## src/rtl/mem_arbiter.sv

```systemverilog
// Round-robin arbiter sharing the single RAM data port between instruction fetch and load/store.
// One request is in flight at a time; reads hold mem_re for RD_LAT cycles, writes pulse mem_we once.
module mem_arbiter #(
    parameter int ALEN   = 64,
    parameter int DLEN   = 64,
    parameter int ILEN   = 32,
    parameter int RD_LAT = 1
) (
    input  logic            clk,
    input  logic            rst,

    input  logic            if_req_valid,
    output logic            if_req_ready,
    input  logic [ALEN-1:0] if_addr,
    output logic            if_rsp_valid,
    output logic [ILEN-1:0] if_rsp_data,

    input  logic            ls_req_valid,
    output logic            ls_req_ready,
    input  logic [ALEN-1:0] ls_addr,
    input  logic            ls_we,
    input  logic [1:0]      ls_len,
    input  logic [DLEN-1:0] ls_wdata,
    output logic            ls_rsp_valid,
    output logic [DLEN-1:0] ls_rsp_data,

    output logic [ALEN-1:0] mem_addr,
    output logic [DLEN-1:0] mem_wdata,
    output logic [1:0]      mem_len,
    output logic            mem_we,
    output logic            mem_re,
    input  logic [DLEN-1:0] mem_rdata
);

    typedef enum logic [1:0] {IDLE, READ, WRITE, RESP} state_t;

    localparam logic [3:0] LAT = 4'(RD_LAT);

    state_t     state;
    logic [3:0] cnt;
    // Source of the most recent grant; also identifies who owns the transaction in flight.
    logic       last_ls;

    // Load/store wins when it is the only requester, or on a tie when fetch was served last.
    function automatic logic pick_ls(input logic ifv, input logic lsv, input logic prev_ls);
        return lsv && (!ifv || !prev_ls);
    endfunction

    always_comb begin
        if_req_ready = 1'b0;
        ls_req_ready = 1'b0;
        if (!rst && state == IDLE) begin
            ls_req_ready = pick_ls(if_req_valid, ls_req_valid, last_ls);
            if_req_ready = if_req_valid && !ls_req_ready;
        end
    end

    always_ff @(posedge clk) begin
        if (rst) begin
            state        <= IDLE;
            cnt          <= 4'd0;
            last_ls      <= 1'b1;
            mem_addr     <= '0;
            mem_wdata    <= '0;
            mem_len      <= 2'b00;
            mem_we       <= 1'b0;
            mem_re       <= 1'b0;
            if_rsp_valid <= 1'b0;
            if_rsp_data  <= '0;
            ls_rsp_valid <= 1'b0;
            ls_rsp_data  <= '0;
        end else begin
            case (state)
                IDLE: begin
                    if (if_req_ready) begin
                        mem_addr <= if_addr;
                        mem_len  <= 2'b11;
                        last_ls  <= 1'b0;
                        cnt      <= LAT;
                        mem_re   <= 1'b1;
                        state    <= READ;
                    end else if (ls_req_ready) begin
                        mem_addr  <= ls_addr;
                        mem_len   <= ls_len;
                        mem_wdata <= ls_wdata;
                        last_ls   <= 1'b1;
                        if (ls_we) begin
                            mem_we <= 1'b1;
                            state  <= WRITE;
                        end else begin
                            cnt    <= LAT;
                            mem_re <= 1'b1;
                            state  <= READ;
                        end
                    end
                end
                READ: begin
                    cnt <= cnt - 4'd1;
                    // Last read cycle: capture the RAM data as it stands at this edge.
                    if (cnt == 4'd1) begin
                        mem_re <= 1'b0;
                        state  <= RESP;
                        if (last_ls) begin
                            ls_rsp_data  <= mem_rdata;
                            ls_rsp_valid <= 1'b1;
                        end else begin
                            if_rsp_data  <= mem_rdata[ILEN-1:0];
                            if_rsp_valid <= 1'b1;
                        end
                    end
                end
                WRITE: begin
                    mem_we       <= 1'b0;
                    ls_rsp_data  <= '0;
                    ls_rsp_valid <= 1'b1;
                    state        <= RESP;
                end
                RESP: begin
                    if_rsp_valid <= 1'b0;
                    ls_rsp_valid <= 1'b0;
                    state        <= IDLE;
                end
                default: state <= IDLE;
            endcase
        end
    end

endmodule

```

## config.mk

```make
export PLATFORM = sky130hd
export DESIGN_NAME = mem_arbiter
export DESIGN_NICKNAME = d
export VERILOG_FILES = /design/src/rtl/mem_arbiter.sv
export SDC_FILE = /design/constraint.sdc
export NUM_CORES = 1
export LEC_CHECK = 0
export ABC_AREA = 1
export CORE_AREA = 3 3 193 195
export DETAILED_ROUTE_END_ITERATION = 8
export DIE_AREA = 0 0 196 198
export GPL_ROUTABILITY_DRIVEN = 0
export GPL_TIMING_DRIVEN = 0
export PLACE_DENSITY = 0.59
export SETUP_SLACK_MARGIN = 0.1
export SLEW_MARGIN = 20
export SYNTH_ARGS = -nofsm -noshare
export SYNTH_HDL_FRONTEND = slang
export SYNTH_SLANG_ARGS = --single-unit
export TNS_END_PERCENT = 50
```

## constraint.sdc

```tcl
create_clock -name clk -period 1.49 [get_ports clk]
set_input_delay 0.2235 -clock clk [delete_from_list [all_inputs] [get_ports clk]]
set_output_delay 0.2235 -clock clk [all_outputs]
set_load 0.01 [all_outputs]
```

# [Yosys cells after proc, flatten, opt, wreduce, memory -nomap -nowiden]
# Index checks and enable logic that the tools add are counted.
[op_classes] n_addsub=1 eq_ne=12 muxes=35 n_bitwise=2 n_reduce_logical=25
[ops] op="$mux W64" count=4
[ops] op="$pmux W64 S2" count=1
[ops] op="$reduce_and A3 Y1" count=6
[ops] op="$mux W1" count=15
[ops] op="$mux W2" count=6
[ops] op="$mux W4" count=3
[ops] op="$ne A2 B2 Y1 const B" count=6
[ops] op="$reduce_bool A2 Y1" count=5
[ops] op="$pmux W2 S4" count=1
[ops] op="$pmux W4 S2" count=1
[ops] op="$reduce_and A4 Y1" count=2
[ops] op="$ne A3 B3 Y1 const B" count=2
[ops] op="$pmux W1 S2" count=3
[ops] op="$eq A2 B2 Y1 const B" count=2
[ops] op="$eq A4 B1 Y1 const B" count=1
[ops] op="$logic_not A1 Y1" count=4
[ops] op="$reduce_and A2 Y1" count=2
[ops] op="$sub A4 B1 Y4 const B" count=1
[ops] op="$logic_and A1 B1 Y1" count=3
[ops] op="$pmux W1 S3" count=1
[ops] op="$reduce_bool A3 Y1" count=1
[ops] op="$eq A2 B1 Y1 const B" count=1
[ops] op="$logic_not A2 Y1" count=1
[ops] op="$not A1 Y1" count=2
[ops] op="$logic_or A1 B1 Y1" count=1
[totals] regBits=237 inputBits=263 out_inout_bits=232 wordCells=87

# [Longest topological paths before layout]
# Gate-level depths: netlist (run 1).
[logic_depth] ltp_word=8 mapped_depth=12 depth_no_buf=12

# [Worst setup path before layout (run 1)]
# Ideal clock, no wire load.
[synth_timing] kind="reg-to-reg" from="reg state[0]" to="reg mem_addr[14]" setup_time_ns=0.074 arrival_ns=1.528 required_ns=1.416 setup_slack_ns=-0.112 stages_incl_launch_ff=10 n_path_buf=2 synth_period_minus_slack_ns=1.602 cell_sequence="dfxtp_1 > inv_1 > ha_1 > inv_2 > nor2_8 > nand3_2 > buf_4 > clkbuf_1 > nand2_1 > a31oi_1"
[synth_via] elab_chain_cells=5 word_cells_on_any_way=7 classes_between="mux: 3; reduce/logical: 4"
[synth_lines] item="start, declared" line="39" source="state_t state;"
[synth_lines] item="start signal, assigned" line="60" source="state <= IDLE;"
[synth_lines] item="start signal, assigned" line="81" source="state <= READ;"
[synth_lines] item="start signal, assigned" line="89" source="state <= WRITE;"
[synth_lines] item="$logic_not A2 Y1 (*)" line="52, 73"
[synth_lines] item="$logic_and A1 B1 Y1" line="52" source="if (!rst && state == IDLE) begin"
[synth_lines] item="$mux W1" line="52"
[synth_lines] item="$reduce_bool A2 Y1 (no line)"
[synth_lines] item="$reduce_and A2 Y1 (no line)"
[synth_lines] item="end signal, assigned" line="76" source="mem_addr <= if_addr;"
[synth_lines] item="end signal, assigned" line="83" source="mem_addr <= ls_addr;"
[synth_lines] item="end, declared" line="27" source="output logic [ALEN-1:0] mem_addr,"
# Mark *: on every way between the ends. The rest lies on a longest branch, timed or not.
# A chain may end at the register's enable or synchronous reset.

# [Final worst setup path (run 1)]
[layout_timing] from="reg state[0]" to="out ls_req_ready"
[layout_via] elab_chain_cells=3
[layout_lines] item="$logic_not A2 Y1" line="52"
[layout_lines] item="$logic_and A1 B1 Y1" line="52"
[layout_lines] item="$mux W1" line="52"
[layout_lines] item="end, declared" line="19" source="output logic ls_req_ready,"
# No other way between the ends.

==> impl_metrics.env, run 1 <==
export IMPL_start_kind="register"
export IMPL_r2r_start="state[0]"
export IMPL_num_vias=9480
export IMPL_synthCells=1021
export IMPL_violations="setup timing"
export IMPL_root_buffer="clkbuf_16"
export IMPL_syn_area_um2=8680
export IMPL_cp_required_ns=1.27
export IMPL_place_hpwl_mm=30.58
export IMPL_setup_viol=438
export IMPL_synth_top_cell_by_area="dfxtp_1"
export IMPL_grt_use_total_pct=19.10
export IMPL_synth_area_top_cells="dfxtp_1 55%, nand2_1 9.3%, o21ai_0 7.6%, a22o_1 6.5%, a31oi_1 4.7%"
export IMPL_hold_start="rst"
export IMPL_drcViolationCount=0
export IMPL_max_slew_worst_pin_slew_ns=0.5930
export IMPL_drive_above_1_share_pct=12.18
export IMPL_cts_sinks=237
export IMPL_drv_cap=0
export IMPL_cp_cell_sequence="inv_2 -> ha_4 -> inv_6 -> nor2_8 -> nand3_4 -> inv_4 -> clkbuf_16 -> buf_6"
export IMPL_cp_slowest_stage_delay_ns=0.34
export IMPL_grt_max_degree=14
export IMPL_synthXorXnorAreaFrac_pct=0
export IMPL_firstDrtPassIters=4
export IMPL_synth_top_family_by_area="compound AO/OA/AOI/OAI gates"
export IMPL_pin_count=495
export IMPL_die_h_um=198
export IMPL_placed_area_um2=14320
export IMPL_rsz0062_at_grt="yes"
export IMPL_wl_per_cell_um=19.23
export IMPL_start_util_pct=24.40
export IMPL_peakVddDrop_uv=1075
export IMPL_rows=69
export IMPL_syn_nets=1290
export IMPL_grt_pass1_vias=9593
export IMPL_hold_viol=0
export IMPL_cts_tree="built"
export IMPL_timing_final_max_slew_violations=0
export IMPL_crit_path_max_fanout=4
export IMPL_cts_max_level=1
export IMPL_antenna_cells=0
export IMPL_synth_simple_area_share_pct=17.69
export IMPL_synth_seq_cells=237
export IMPL_crit_family="buffers and inverters"
export IMPL_yosysWarnings=0
export IMPL_async_flop_share_pct=0
export IMPL_yosys_top_cells_count="237 x dfxtp_1, 216 x nand2_1, 132 x o21ai_0, 87 x nor2_1, 65 x a31oi_1"
export IMPL_path_buf_inv=5
export IMPL_critPathArrivalTime_ns=1.68
export IMPL_slew_headroom_pct=60.22
export IMPL_fp_dieArea_um2=38810
export IMPL_wl_mm=39.49
export IMPL_critPathKind="register to output port"
export IMPL_hold_path_class="input pin to register"
export IMPL_fin_skew_ns=0.01047
export IMPL_synth_most_common_cell="dfxtp_1"
export IMPL_cts_buffers=28
export IMPL_io_buffers=493
export IMPL_leakagePower_uw=0.006532
export IMPL_worstSetupStartpoint="state[0]"
export IMPL_post_synth_num_cell_types=27
export IMPL_clk_latency_ns=0.54
export IMPL_fin_crit_sh_pct=127.9
export IMPL_grt_ovfl_total=0
export IMPL_antenna_found_initial=1
export IMPL_worst_slack_ns=-0.4154
export IMPL_drtIter0Drc=257
export IMPL_synth_top_area_share_pct=54.66
export IMPL_cp_slowest_cell="dfxtp_2"
export IMPL_finalInstanceArea_um2=15870
export IMPL_clkTransAtPathRegs_ns=0.06
export IMPL_area_growth_pct=82.82
export IMPL_status="finished with violations"
export IMPL_die_w_um=196
export IMPL_cts_path_max_buffers=3
export IMPL_endpoint_kind="output port"
export IMPL_ys_flop_type="dfxtp_1"
export IMPL_via_per_inst=4.615
export IMPL_powerDensity_nw_per_um2=1685
export IMPL_synth_compound_area_share_pct=21.49
export IMPL_max_freq_mhz=524.8
export IMPL_ys_seq_area_share_pct=54.66
export IMPL_fin_crit_ns=1.905
export IMPL_synthMuxAreaShare_pct=0
export IMPL_synth_fa_ha_area_share_pct=0.8649
export IMPL_fin_tns_setup_ns=-76.71
export IMPL_synth_edf_count=0
export IMPL_nNetsFinal=1840
export IMPL_postSynthAreaPerCell_um2=8.501
export IMPL_grt_pass1_wl_mm=58.09
export IMPL_core_um2=35570
export IMPL_antenna_left=0
-- layer usage --
metal / wire length, µm / track usage [%] / up-vias
met4: 896 / 4.357 / 2
met2: 19730 / 35.00 / 382
li1: - / - / 4649
met5: 8 / 0 / -
met3: 3486 / 5.683 / 55
met1: 15380 / 21.94 / 4392
-- cells in the final DEF, fill, tap and decap left out, types with 3 or more instances in the layout --
master / n
inv_1: 7
nand2_4: 5
a22o_1: 64
buf_2: 11
a21oi_2: 3
ha_1: 4
clkbuf_16: 31
nor2_1: 86
clkbuf_2: 9
nand3_1: 56
clkinv_2: 8
inv_4: 3
clkbuf_1: 15
clkdlybuf4s50_1: 464
nand3_4: 4
dfxtp_1: 234
inv_6: 3
buf_8: 3
clkbuf_8: 11
clkbuf_4: 11
inv_2: 4
nand2_2: 5
nand2_1: 208
dlymetal6s2s_1: 18
o21ai_0: 129
o21ai_1: 4
buf_6: 30
a21oi_1: 39
buf_4: 33
a31oi_1: 65
-- logic make-up after synthesis --
logic type / after synthesis
adders and majority gates: 6
and+or+nand+nor: 372
DFF: 237
buffers and inverters: 100
AOI/OAI and AO/OA: 306
-- worst paths after layout --
path / slack, ns / endpoint / cells past startpoint
worst max-delay path: -0.42 / ls_req_ready / 8
worst min register to register: 0.46 / mem_re / 2
worst min-delay path: 0.13 / mem_we / 4
worst max register to register: -0.26 / mem_addr[41] / 10
-- sequential cells by signal (all words and copies together) (netlist names) --
signal / cells
cnt: 4
if_rsp_data: 32
if_rsp_valid: 1
last_ls: 1
ls_rsp_data: 64
ls_rsp_valid: 1
mem_addr: 64
mem_len: 2
mem_re: 1
mem_wdata: 64
mem_we: 1
state: 2
-- cell type report --
| type | count | area (µm²) |
|---|---|---|
| multi-input combinational | 684 | 3596 |
| clock inverter | 11 | 111.4 |
| buffer | 81 | 683.2 |
| fill | 3545 | 19700 |
| sequential | 237 | 4751 |
| timing repair buffer | 521 | 5192 |
| tap | 461 | 576.8 |
| inverter | 18 | 86.33 |
| clock buffer | 41 | 870.8 |
-- tightest hold or removal path: cells and delay by family --
family / cells / cell delay, ns
buf+inv: 2 / 0.23
compound gates: 2 / 0.17
-- power by group --
| group | internal (µW) | switching [µW] |
|---|---|---|
| Clock | 4380 | 2780 |
| Sequential | 7770 | 739 |
| Combinational | 5490 | 5580 |
-- timing repair --
item,in CTS,in global routing
pin swaps,4,6
gates cloned,1,1
endpoints found under the setup margin,469,463
setup buffers,16,10
endpoints found under the hold margin,1,0
hold buffers,1,0
resized for setup,118,55
-- stage by stage --
| stage | setup slack, ns | cells | util [%] | power, µW | hold WS (ns) |
|---|---|---|---|---|---|
| 3_3_place_gp | -0.9183 | 1975 | 40.26 | 18370 | 0.4515 |
| 3_5_place_dp | -0.9602 | 1975 | 40.26 | 18480 | 0.4561 |
| 4_1_cts | -0.4505 | 2044 | 43.94 | 26630 | 0.1095 |
| 5_1_grt | -0.4988 | 2054 | 44.61 | 28400 | 0.1453 |
| 6_report | -0.4154 | 2054 | 44.61 | 26740 | 0.1321 |
| 2_1_floorplan | 0.01730 | 1021 | - | 13260 | 0.3561 |
Note: power is estimated with default switching activity, not from simulation.
==> inputs of run 2 (changes only) <==
Settings changed: SKIP_CTS_REPAIR_TIMING from default to 1, SLEW_MARGIN 20 to default.
==> run 2 against run 1 <==
Compared with the run above:
- the run still ends with setup timing left
- worst hold slack got worse by 0.0097 ns
- critical path depth is the same
- sequential share of layout area increased by 0.34 points
- core utilization fell by 0.51 points
- design area decreased by 1.1%
- clock skew rose by 0.0025 ns
- wire length is 0.41% lower
- die area unchanged
- clock-buffer cell count stayed put
- combinational power fell by 4%
- register-to-register slack got worse by 0.07 ns
- first-iteration DRC count increased by 12%
- largest cell class unchanged
- highest routed layer unchanged
==> impl_metrics.env, run 2 (synthesis results as in run 1) <==
export IMPL_antenna_found_initial=1
export IMPL_hold_path_class="input pin to register"
export IMPL_die_h_um=198
export IMPL_fp_dieArea_um2=38810
export IMPL_pin_count=495
export IMPL_cts_tree="built"
export IMPL_hold_viol=0
export IMPL_rows=69
export IMPL_grt_ovfl_total=0
export IMPL_antenna_left=0
export IMPL_leakagePower_uw=0.006157
export IMPL_p_sw_uw=8989
export IMPL_pre_cts_slack_ns=-0.9602
export IMPL_clkPwrFrac_pct=27.2
export IMPL_timing_final_max_slew_violations=0
export IMPL_clk_latency_ns=0.54
export IMPL_cts_path_max_buffers=3
export IMPL_p_sw_share_pct=34.05
export IMPL_cp_required_ns=1.27
export IMPL_fin_crit_sh_pct=128.3
export IMPL_drv_cap=0
export IMPL_power_share_sequential_pct=32.2
export IMPL_wl_per_cell_um=19.18
export IMPL_setup_viol=463
export IMPL_max_freq_mhz=523.1
export IMPL_powerDensity_nw_per_um2=1683
export IMPL_clkTransAtPathRegs_ns=0.06
export IMPL_cts_buffers=28
export IMPL_wl_mm=39.33
export IMPL_start_kind="register"
export IMPL_grt_use_total_pct=18.99
export IMPL_crit_path_max_fanout=4
export IMPL_via_per_inst=4.602
export IMPL_area_growth_pct=80.74
export IMPL_rsz0062_at_grt="yes"
export IMPL_slew_headroom_pct=59.85
export IMPL_rr_worst_depth=9
export IMPL_pwr_share_comb_pct=40.5
export IMPL_grt_pass1_vias=9498
export IMPL_violations="setup timing"
export IMPL_place_hpwl_mm=30.58
export IMPL_cp_cell_sequence="inv_2 -> ha_4 -> inv_6 -> nor2_8 -> nand3_4 -> inv_4 -> buf_8 -> buf_6"
export IMPL_min_path_cells=4
export IMPL_fin_skew_ns=0.01300
export IMPL_antenna_cells=0
export IMPL_grt_max_degree=14
export IMPL_drtIter0Drc=289
export IMPL_start_util_pct=24.40
export IMPL_reg2reg_slack_ns=-0.33
export IMPL_io_buffers=493
export IMPL_root_buffer="clkbuf_16"
export IMPL_peakVddDrop_uv=1073
export IMPL_reg_top3="ls_rsp_data: 64 flops, mem_addr: 64 flops, mem_wdata: 64 flops"
export IMPL_die_w_um=196
export IMPL_firstDrtPassIters=5
export IMPL_grt_pass1_wl_mm=57.69
export IMPL_hold_ws_ns=0.1225
export IMPL_cts_max_level=1
export IMPL_cts_sinks=237
export IMPL_critPathArrivalTime_ns=1.69
export IMPL_internal_power_uw=17410
export IMPL_critPathKind="register to output port"
export IMPL_worst_slack_ns=-0.4218
export IMPL_num_vias=9439
export IMPL_status="finished with violations"
export IMPL_fin_crit_ns=1.912
export IMPL_cp_slowest_stage_delay_ns=0.34
export IMPL_drive_above_1_share_pct=10.94
export IMPL_endpoint_kind="output port"
export IMPL_max_slew_worst_pin_slew_ns=0.5985
export IMPL_cp_slowest_cell="dfxtp_2"
export IMPL_drcViolationCount=0
export IMPL_core_um2=35570
export IMPL_nNetsFinal=1837
export IMPL_final_cell_mix="487 x clkdlybuf4s50_1, 235 x dfxtp_1, 214 x nand2_1"
export IMPL_layout_commonest_cell="clkdlybuf4s50_1"
run 2: changes by cell type in the layout (fill, tap and decap cells not counted), moves of 3 or more:
cell and change:
nand2_1 +6, dlymetal6s2s_1 -18, a21oi_2 -3, buf_8 +3, buf_6 -9, buf_4 +6, clkbuf_4 -5, clkdlybuf4s50_1 +23
a21oi_1 +3, nand2_4 -4
run 2: worst paths after layout:
| check | startpoint | to |
|---|---|---|
| max reg2reg | state[1] | if_rsp_data[17] |
| min reg2reg | mem_re | mem_re |
| max | state[0] | if_req_ready |
| min | rst | mem_we |
run 2: area by class of cell:
cell class,count,area (µm²)
buffer,82,656.9
tap,461,576.8
timing repair buffer,517,5112
inverter,18,86.33
clock inverter,11,111.4
fill,3559,19880
multi-input combinational,684,3523
sequential,237,4750
clock buffer,41,870.8
run 2: worst max-delay path: cells and delay by family (launching register included):
family	cells	cell delay, ns
DFF	1	0.34
and+or+nand+nor	2	0.23
buffers and inverters	5	0.40
adders and majority gates	1	0.16
run 2: per-stage QoR:
step,power (µW),cells,setup TNS (ns),instance area [µm²],util [%]
finish,26400,2051,-82.07,15690,44.10
floorplan,13260,1021,0,8808,-
detailed placement,18480,1975,-115.65,14320,40.26
CTS,25780,2027,-131.10,15300,43.02
global route,27990,2051,-119.90,15690,44.10
global placement,18370,1975,-111.36,14320,40.26
run 2: per-layer routing:
layer  share of wire [%]  global-route usage (%)  vias to the layer above
met5               0.020                       0                        -
met4                 1.9                   3.961                        2
met3                 8.8                   5.666                       48
met2                  50                   34.68                      375
met1                  39                   22.04                     4375
li1                    -                       -                     4639
run 2: power groups by stage:
| stage | Sequential (µW) | Clock [µW] | Combinational [µW] |
|---|---|---|---|
| floorplan | 9150 | 0 | 4110 |
| global placement | 8580 | 0 | 9790 |
| detailed placement | 8620 | 0 | 9860 |
| CTS | 8500 | 7370 | 9910 |
| global route | 8680 | 7670 | 11600 |
| finish | 8510 | 7190 | 10700 |
